**config.mk**
```make
export PLATFORM = sky130hd
export DESIGN_NAME = beam_sum_sequencer
export DESIGN_NICKNAME = d
export VERILOG_FILES = /design/src/rtl/beam_sum_sequencer.sv
export SDC_FILE = /design/constraint.sdc
export NUM_CORES = 1
export LEC_CHECK = 0
export BUFFER_PORTS_ARGS = -buffer_cell sky130_fd_sc_hd__buf_4
export CORE_ASPECT_RATIO = 1.25
export CORE_MARGIN = 1
export CORE_UTILIZATION = 40
export DETAILED_ROUTE_END_ITERATION = 10
export GPL_TIMING_DRIVEN = 0
export SLEW_MARGIN = 10
export SYNTH_ARGS = -nofsm -noshare
export SYNTH_HDL_FRONTEND = slang
export SYNTH_SLANG_ARGS = --single-unit
```
**constraint.sdc**
```tcl
create_clock -name clk -period 2.8 [get_ports clk]
set_input_delay 0.56 -clock clk [delete_from_list [all_inputs] [get_ports clk]]
set_output_delay 0.56 -clock clk [all_outputs]
set_load 0.1 [all_outputs]
```
**src/rtl/beam_sum_sequencer.sv**
```systemverilog
// Serial channel summer: accumulates NUM_CH signed samples per frame with one adder
// and hands the frame sum off on a valid/ready output. Optional channel mask via BEAM_CHMASK_EN.
module beam_sum_sequencer #(
    parameter int NUM_CH = 8,
    parameter int IN_W   = 19,
    parameter int OUT_W  = 23
) (
    input  logic              clk,
    input  logic              rst_n,
    input  logic              start,
    input  logic              abort,
    input  logic              in_valid,
    output logic              in_ready,
    input  logic [IN_W-1:0]   in_data,
`ifdef BEAM_CHMASK_EN
    input  logic [NUM_CH-1:0] ch_mask,
`endif
    output logic              out_valid,
    input  logic              out_ready,
    output logic [OUT_W-1:0]  out_sum,
    output logic              ovf,
    output logic              busy,
    output logic [3:0]        ch_idx
);

    typedef enum logic [1:0] {
        IDLE  = 2'd0,
        ACCUM = 2'd1,
        HOLD  = 2'd2
    } state_t;

    localparam logic [3:0] LAST_IDX = 4'(NUM_CH - 1);

    state_t           state;
    state_t           next_state;
    logic [OUT_W-1:0] acc;
    logic [OUT_W-1:0] sample_ext;
    logic [OUT_W-1:0] addend;
    logic [OUT_W-1:0] sum;
    logic             beat;
    logic             last_beat;
    logic             add_ovf;

`ifdef BEAM_CHMASK_EN
    logic [NUM_CH-1:0] mask_q;
    logic [15:0]       mask_ext;
    assign mask_ext = 16'(mask_q);
    assign addend   = mask_ext[ch_idx] ? sample_ext : '0;
`else
    assign addend   = sample_ext;
`endif

    assign sample_ext = {{(OUT_W-IN_W){in_data[IN_W-1]}}, in_data};
    assign sum        = acc + addend;
    assign add_ovf    = (acc[OUT_W-1] == addend[OUT_W-1]) && (sum[OUT_W-1] != acc[OUT_W-1]);
    assign beat       = in_valid && (state == ACCUM);
    assign last_beat  = beat && (ch_idx == LAST_IDX);

    // All handshake/status outputs decode directly from the state register.
    assign in_ready  = (state == ACCUM);
    assign out_valid = (state == HOLD);
    assign busy      = (state != IDLE);

    always_ff @(posedge clk or negedge rst_n) begin
        if (!rst_n) begin
            state <= IDLE;
        end else begin
            state <= next_state;
        end
    end

    always_comb begin
        next_state = state;
        if (abort) begin
            next_state = IDLE;
        end else begin
            case (state)
                IDLE:    if (start) next_state = ACCUM;
                ACCUM:   if (last_beat) next_state = HOLD;
                HOLD:    if (out_ready) next_state = IDLE;
                default: next_state = IDLE;
            endcase
        end
    end

    // Abort clears the partial frame; out_sum keeps the last handed-off value.
    always_ff @(posedge clk or negedge rst_n) begin
        if (!rst_n) begin
            acc     <= '0;
            ch_idx  <= '0;
            ovf     <= 1'b0;
            out_sum <= '0;
`ifdef BEAM_CHMASK_EN
            mask_q  <= '0;
`endif
        end else if (abort) begin
            acc    <= '0;
            ch_idx <= '0;
            ovf    <= 1'b0;
        end else begin
            case (state)
                IDLE: begin
                    if (start) begin
                        acc    <= '0;
                        ch_idx <= '0;
                        ovf    <= 1'b0;
`ifdef BEAM_CHMASK_EN
                        mask_q <= ch_mask;
`endif
                    end
                end
                ACCUM: begin
                    if (beat) begin
                        acc <= sum;
                        if (add_ovf) begin
                            ovf <= 1'b1;
                        end
                        if (last_beat) begin
                            out_sum <= sum;
                            ch_idx  <= '0;
                        end else begin
                            ch_idx <= ch_idx + 4'd1;
                        end
                    end
                end
                default: begin
                end
            endcase
        end
    end

endmodule
```
Yosys cells after proc, flatten, opt, wreduce, memory -nomap -nowiden
Index checks and enable logic that the tools add are counted.
{"block": "op_classes", "n_addsub": 2, "n_eq_ne": 10, "muxes": 19, "reduce_logical": 10, "bitwise_logic": 1}
{"cell": "two-way mux 23 bit", "count": 3}
{"cell": "one-hot mux 23 bit (2 select lines)", "count": 1}
{"cell": "adder 23 bit", "count": 1}
{"cell": "two-way mux 4 bit", "count": 4}
{"cell": "!= test 3 x 2 -> 1 bit, second input constant", "count": 4}
{"cell": "two-way mux 2 bit", "count": 4}
{"cell": "one-hot mux 4 bit (2 select lines)", "count": 1}
{"cell": "AND reduction 4 bit", "count": 2}
{"cell": "one-hot mux 2 bit (3 select lines)", "count": 1}
{"cell": "AND reduction 3 bit", "count": 2}
{"cell": "adder 4 x 1 -> 4 bit, second input constant", "count": 1}
{"cell": "equality test 4 x 3 -> 1 bit, second input constant", "count": 1}
{"cell": "two-way mux 1 bit", "count": 4}
{"cell": "logical AND 1 bit", "count": 3}
{"cell": "!= test 3 bit, second input constant", "count": 1}
{"cell": "nonzero test 3 bit", "count": 1}
{"cell": "equality test 2 x 1 -> 1 bit, second input constant", "count": 1}
{"cell": "equality test 2 bit, second input constant", "count": 1}
{"cell": "logical NOT 2 bit", "count": 1}
{"cell": "one-hot mux 1 bit (2 select lines)", "count": 1}
{"cell": "nonzero test 2 bit", "count": 1}
{"cell": "equality test 1 bit", "count": 1}
{"cell": "!= test 1 bit", "count": 1}
{"cell": "inverter 1 bit", "count": 1}
{"block": "totals", "elab_cells": 47, "reg_bits": 53, "inputBits": 25, "output_inout_bits": 31}

Logic depth before layout (Yosys ltp)
Gate-level depths: netlist of run 1.
{"block": "logic_depth", "word_depth": 7, "ltp_mapped": 11, "ltp_nobuf": 11}

Worst setup path after synthesis of run 1
OpenSTA, ideal clock, no wires.
{"block": "synth_path", "path_kind": "reg-to-reg", "startpoint": "register state[1]", "endpoint": "register out_sum[13]", "stages_incl_launch_ff": 5, "t_required_ps": 2675, "synth_period_minus_slack_ps": 3212, "n_path_buf": 0, "path_slack_ps": -412, "setup_ps": 125, "arrival_ps": 3087, "path_cell_list": "dfrtp_1 nor2b_1 nand4_1 nor2_1 mux2_2"}
{"block": "synth_via", "elab_chain_cells": 4}
{"element": "from (decl)", "line": "34", "text": "state_t state;"}
{"element": "from (signal assigned)", "line": "68", "text": "state <= next_state;"}
{"element": "equality test 2 x 1 -> 1 bit (*)"}
{"element": "named net in_ready", "line": "13", "text": "output logic in_ready,"}
{"element": "logical AND 1 bit", "line": "56", "text": "assign beat = in_valid && (state == ACCUM);"}
{"element": "logical AND 1 bit", "line": "57", "text": "assign last_beat = beat && (ch_idx == LAST_IDX);"}
{"element": "AND reduction 4 bit (no line) (*)"}
{"element": "to (signal assigned)", "line": "119", "text": "out_sum <= sum;"}
{"element": "to (decl)", "line": "20", "text": "output logic [OUT_W-1:0] out_sum,"}
The timed path passes the listed nets; every way through them passes the cells marked *.
A chain may end at the register's enable or synchronous reset.

Final worst setup path of run 1
{"block": "layout_path", "startpoint": "register acc[0]", "endpoint": "register out_sum[18]"}
{"block": "layout_via", "elab_chain_cells": 1}
{"element": "from (decl)", "line": "36", "text": "logic [OUT_W-1:0] acc;"}
{"element": "from (signal assigned)", "line": "114", "text": "acc <= sum;"}
{"element": "adder 23 bit", "line": "54", "text": "assign sum = acc + addend;"}
Every way passes these cells.

==> results.sh, run 1 <==
export IMPL_met2_usage=0.3414
export IMPL_antenna_cells=0
export IMPL_antenna_found_initial=0
export IMPL_synth_seq_cells=53
export IMPL_grt_max_degree=54
export IMPL_critPathArrivalTime_ns=2.82
export IMPL_synthAdderAreaFrac=0.09487
export IMPL_cts_tree="yes"
export IMPL_hold_viol_final=0
export IMPL_finalCritPeriodShare=0.9368
export IMPL_ant_nets=0
export IMPL_synthTopCellsByArea="dfrtp_1 41%, ha_1 8.9%, nand2_1 6.7%, o21ai_0 5.2%, a21oi_1 3.7%"
export IMPL_synth_compound_area_frac=0.2403
export IMPL_wire_per_inst_um=15.92
export IMPL_top_usage_layer="met2"
export IMPL_cts_buffer_depth=2
export IMPL_powerDensity_mw_per_mm2=439.3
export IMPL_synth_commonest_cells="58 x nand2_1, 53 x dfrtp_1, 34 x o21ai_0, 24 x a21oi_1, 23 x ha_1"
export IMPL_dieArea_mm2=0.008477
export IMPL_grtUsageMet3=0.03186
export IMPL_maxCapViolCount=0
export IMPL_grt_pass1_wl_um=12670
export IMPL_leakagePower_nw=1.960
export IMPL_place_ws_ns=-0.1210
export IMPL_clkSlewWorstSetupHoldPaths_ns=0.10
export IMPL_rsz0062_at_grt="no"
export IMPL_die_h_um=102.7
export IMPL_dieWidth_um=82.55
export IMPL_fin_util=0.4943
export IMPL_muxShareOfSynthArea=0.02352
export IMPL_crit_reg2reg_launch="acc[0]"
export IMPL_end_kind="flop"
export IMPL_core_area_mm2=0.007838
export IMPL_hold_ws_ns=0.2834
export IMPL_final_cell_area_mm2=0.003874
export IMPL_clock_latency_ns=0.31
export IMPL_dp_cells=488
export IMPL_slew_violations=0
export IMPL_worstRegToRegCells=11
export IMPL_fin_crit_ns=2.623
export IMPL_cp_data_required_time_ns=3.00
export IMPL_seq_area_frac_synth=0.4088
export IMPL_path_class="flop to flop"
export IMPL_synth_top_family_by_area="compound AO/OA/AOI/OAI gates"
export IMPL_fmax_ghz=0.3812
export IMPL_drt_initial_drc_count=125
export IMPL_port_buffers=54
export IMPL_vias=2652
export IMPL_cp_max_fo=4
export IMPL_maxSlewHeadroom=0.3388
export IMPL_synth_xor_area_share=0.06093
export IMPL_drtPass1Iterations=4
export IMPL_syn_area_per_cell_um2=9.570
export IMPL_cts_buffers=5
export IMPL_clock_skew_ns=0.006915
export IMPL_initial_core_util=0.4140
export IMPL_async_reset_ff_frac=1.000
export IMPL_startpoint_type="flop"
export IMPL_fin_ws_ns=0.1769
export IMPL_cts_root_buf="clkbuf_8"
export IMPL_first_global_vias=2543
export IMPL_rows=36
export IMPL_r2r_end="out_sum[18]"
export IMPL_synth_edf_count=0
export IMPL_synth_ff_type="dfrtp_1"
export IMPL_multiInputGateArea_mm2=0.001851
export IMPL_seq_area_mm2=0.001326
export IMPL_routed_wl_um=7881
export IMPL_route_detailed_drc=0
export IMPL_setup_viol=0
export IMPL_syn_inst=339
export IMPL_cts_sinks=53
export IMPL_syn_nets=388
export IMPL_synth_most_common_cell="nand2_1"
export IMPL_status="complete, no violations"
export IMPL_hold_buffers=0
export IMPL_rrSetupSlack_ns=0.18
export IMPL_ir_worst_vdd_mv=0.2897
export IMPL_netlist_area_leader_share=0.4088
export IMPL_dpl_instance_area_mm2=0.003771
export IMPL_power_mw=1.702
export IMPL_final_cells=495
export IMPL_yosys_warnings=0
export IMPL_grt_util_all_layers=0.2028
export IMPL_place_gp_congestion=0.8585
export IMPL_htreeDepth=2
export IMPL_yosysTopAreaCell="dfrtp_1"
export IMPL_syn_area_mm2=0.003244
export IMPL_n_fill_cell=782
export IMPL_grt_overflow_total=0
export IMPL_netlist_cell_type_count=51
export IMPL_boundaryPins=56
export IMPL_nets=449
export IMPL_drive_gt1_frac=0.2200
export IMPL_min_path_type="primary input to async pin"
export IMPL_met1_usage=0.2612
export IMPL_fin_setup_tns_ns=0
export IMPL_worst_slew_pin_slew_ns=0.9882
export IMPL_place_hpwl_um=5722
export IMPL_syn_to_final_growth_pct=19.40
export IMPL_avgViaCountPerCell=5.358
export IMPL_synth_simple_gate_area_share=0.1462
==> flip-flops by register name (all words and copies together) (netlist names) <==
name / cells
acc: 23
out_sum: 23
ch_idx: 4
state: 2
ovf: 1
==> cells by family (layout without fill, tap and decap cells) <==
kind of cell / after synthesis / after routing
DFF: 53 / 53
and+or+nand+nor: 106 / 106
xor gates and xnor gates: 21 / 21
buffers and inverters: 14 / 75
adders and majority gates: 24 / 24
AOI/OAI and AO/OA: 114 / 114
muxes: 7 / 7
==> worst max path at each step <==
stage | start | end | slack [ns] | depth (start not counted)
2_1_floorplan | in_data[0] | out_sum[18] | 0.18 | 11
3_3_place_gp | in_data[0] | out_sum[18] | -0.1 | 12
3_5_place_dp | in_data[0] | out_sum[18] | -0.12 | 12
4_1_cts | acc[0] | out_sum[18] | 0.14 | 11
5_1_grt | acc[0] | out_sum[22] | 0.006 | 11
6_report | acc[0] | out_sum[18] | 0.18 | 11
==> layout make-up <==
class	count	area share
multi-input combinational	272	0.4777
buffer	9	0.01647
timing repair buffer	54	0.1047
clock buffer	6	0.02132
tap	95	0.03068
clock inverter	1	0.001938
sequential	53	0.3424
inverter	5	0.004845
==> layout by cell type, fill, tap and decap left out, types with 2 or more instances in the layout <==
| master | count |
|---|---|
| a211o_1 | 4 |
| a21o_1 | 13 |
| a21oi_1 | 24 |
| a22o_1 | 6 |
| and2_1 | 2 |
| buf_4 | 54 |
| clkbuf_1 | 6 |
| clkbuf_8 | 9 |
| dfrtp_1 | 53 |
| ha_1 | 23 |
| inv_1 | 5 |
| mux2_2 | 5 |
| mux2i_1 | 2 |
| nand2_1 | 58 |
| nand2b_1 | 5 |
| nand3_1 | 2 |
| nand4_1 | 3 |
| nor2_1 | 17 |
| nor2b_1 | 5 |
| nor3_1 | 3 |
| o211ai_1 | 2 |
| o21a_1 | 2 |
| o21ai_0 | 32 |
| o21ai_1 | 5 |
| o21bai_1 | 4 |
| o31ai_1 | 8 |
| or2_2 | 2 |
| xnor2_1 | 11 |
| xor2_1 | 9 |
==> worst max-delay path: stages, from the launching register on <==
cell and delay (ns):
dfrtp_1 0.36, ha_1 0.17, inv_1 0.06, fa_2 0.36
nor2b_1 0.12, o21a_1 0.14, o21ai_1 0.08, a211o_1 0.37
and3_4 0.20, o21ba_2 0.23, xnor2_1 0.14, mux2_2 0.27
==> metal layers <==
layer | wire length (µm) | share of wire | up-vias
li1 | - | - | 1328
met2 | 3798 | 0.48 | 67
met4 | 223 | 0.028 | 0
met5 | 0 | 0 | -
met3 | 304 | 0.039 | 18
met1 | 3554 | 0.45 | 1239
==> power by group <==
group	switching (mW)	internal, mW	leakage (nW)
Combinational	0.258	0.172	1.19
Sequential	0.0188	0.791	0.731
Clock	0.265	0.197	0.0433
==> repair_timing <==
action / CTS / global route
setup buffers: 0 / 0
gates resized for setup: 0 / 5
setup endpoints to repair: 0 / 7
(Power assumes the default switching activity.)
==> inputs of run 2 (changes only) <==
==> constraint.sdc (replaced) <==
create_clock -name clk -period 2.8 [get_ports clk]
set_input_delay 0.56 -clock clk [delete_from_list [all_inputs] [get_ports clk]]
set_output_delay 0.56 -clock clk [all_outputs]
set_load 0.005 [all_outputs]
==> results.sh, run 2 (synthesized netlist as in run 1, its figures left out) <==
export IMPL_status="complete, no violations"
export IMPL_fin_crit_ns=2.648
export IMPL_slew_violations=0
export IMPL_vias=2682
export IMPL_cp_startpoint="acc[0]"
export IMPL_clkSlewWorstSetupHoldPaths_ns=0.10
export IMPL_hold_buffers=0
export IMPL_setup_viol=0
export IMPL_worst_slew_pin_slew_ns=1.023
export IMPL_r2r_end="out_sum[22]"
export IMPL_wire_per_inst_um=16.14
export IMPL_route_detailed_drc=0
export IMPL_cts_buffer_depth=2
export IMPL_drtPass1Iterations=4
export IMPL_clock_skew_ns=0.008944
export IMPL_powerDensity_mw_per_mm2=433.5
export IMPL_worstRegToRegCells=11
export IMPL_dieArea_mm2=0.008477
export IMPL_initial_core_util=0.4140
export IMPL_core_area_mm2=0.007838
export IMPL_cp_max_fo=4
export IMPL_clock_latency_ns=0.31
export IMPL_antenna_cells=0
export IMPL_cp_data_required_time_ns=3.00
export IMPL_grt_max_degree=54
export IMPL_reg_top3="acc x23, out_sum x23, ch_idx x4"
export IMPL_antenna_found_initial=0
export IMPL_n_fill_cell=770
export IMPL_end_kind="flop"
export IMPL_dp_cells=488
export IMPL_finalCritPeriodShare=0.9456
export IMPL_final_common_cell="nand2_1"
export IMPL_port_buffers=54
export IMPL_die_h_um=102.7
export IMPL_place_gp_congestion=0.8459
export IMPL_place_ws_ns=-0.1137
export IMPL_avgViaCountPerCell=5.396
export IMPL_place_hpwl_um=5761
export IMPL_grt_overflow_total=0
export IMPL_fmax_ghz=0.3777
export IMPL_drive_gt1_frac=0.2189
export IMPL_cts_root_buf="clkbuf_8"
export IMPL_rows=36
export IMPL_startpoint_type="flop"
export IMPL_min_path_type="primary input to async pin"
export IMPL_dieWidth_um=82.55
export IMPL_fin_ws_ns=0.1524
export IMPL_ir_worst_vdd_mv=0.2707
export IMPL_path_class="flop to flop"
export IMPL_nets=450
export IMPL_first_global_vias=2664
export IMPL_routed_wl_um=8024
export IMPL_cts_buffers=5
export IMPL_leakagePower_nw=1.972
export IMPL_htreeDepth=2
export IMPL_hold_viol_final=0
export IMPL_ant_nets=0
export IMPL_final_cell_mix="58 x nand2_1, 55 x buf_4, 53 x dfrtp_1"
export IMPL_boundaryPins=56
export IMPL_critPathArrivalTime_ns=2.85
export IMPL_grt_util_all_layers=0.2067
export IMPL_cts_sinks=53
export IMPL_crit_reg2reg_launch="acc[0]"
export IMPL_syn_to_final_growth_pct=19.59
export IMPL_rrSetupSlack_ns=0.15
export IMPL_maxSlewHeadroom=0.3135
export IMPL_drt_initial_drc_count=121
export IMPL_grt_pass1_wl_um=12940
export IMPL_final_cells=497
export IMPL_maxCapViolCount=0
export IMPL_cts_tree="yes"
## run 2: layout make-up
cell class,instances,area [µm²],area share
Multi-Input combinational cell,272,1843,0.4750
Timing Repair Buffer,55,412.9,0.1064
Clock buffer,6,82.58,0.02128
Inverter,5,18.77,0.004837
Tap cell,95,118.9,0.03064
Sequential cell,53,1326,0.3418
Clock inverter,2,13.76,0.003547
Buffer,9,63.81,0.01645
## run 2: routing by layer
layer / part of all wire / routed length (µm) / track usage / up-vias
met5: 0 / 0 / 0 / -
met4: 0.020 / 163 / 0.06499 / 0
met3: 0.035 / 284 / 0.03363 / 12
met2: 0.49 / 3936 / 0.3636 / 53
met1: 0.45 / 3640 / 0.2561 / 1277
li1: - / - / - / 1340
## run 2: critical path, cell delays in order, from the launching register on
cell,delay [ns]
dfrtp_1,0.40
ha_1,0.19
inv_1,0.07
fa_2,0.21
nor2b_1,0.05
o21a_1,0.20
o21ai_1,0.17
a211o_1,0.24
nand2_1,0.14
a21oi_2,0.34
xnor3_1,0.26
mux2_2,0.26
## run 2: worst max path at each step
stage | slack (ns) | depth (start not counted) | end
after CTS | 0.15 | 11 | out_sum[18]
after global routing | -0.03 | 11 | out_sum[22]
final | 0.15 | 11 | out_sum[22]
after global placement | -0.10 | 12 | out_sum[18]
after floorplan | 0.18 | 11 | out_sum[18]
after detailed placement | -0.11 | 12 | out_sum[18]
## run 2: where the power goes
| group | internal [mW] | switching (mW) |
|---|---|---|
| sequential | 0.791 | 0.0189 |
| clock | 0.201 | 0.269 |
| combinational | 0.172 | 0.230 |
## run 2: stage by stage
| step | hold slack [ns] | utilization | TNS, ns | instance area (µm²) | total power [mW] |
|---|---|---|---|---|---|
| after floorplan | 0.2644 | - | 0 | 3244 | 1.100 |
| after global placement | 0.4643 | 0.4808 | -0.4948 | 3769 | 1.217 |
| after detailed placement | 0.4717 | 0.4808 | -0.6493 | 3769 | 1.222 |
| after CTS | 0.3139 | 0.4931 | 0 | 3865 | 1.696 |
| after global routing | 0.3389 | 0.4951 | -0.08707 | 3880 | 1.774 |
| final | 0.2848 | 0.4951 | 0 | 3880 | 1.682 |
## run 2: repair_timing
item	in CTS	in global routing
endpoints found under the setup margin	0	4
gates resized for setup	0	3
setup buffers	0	1
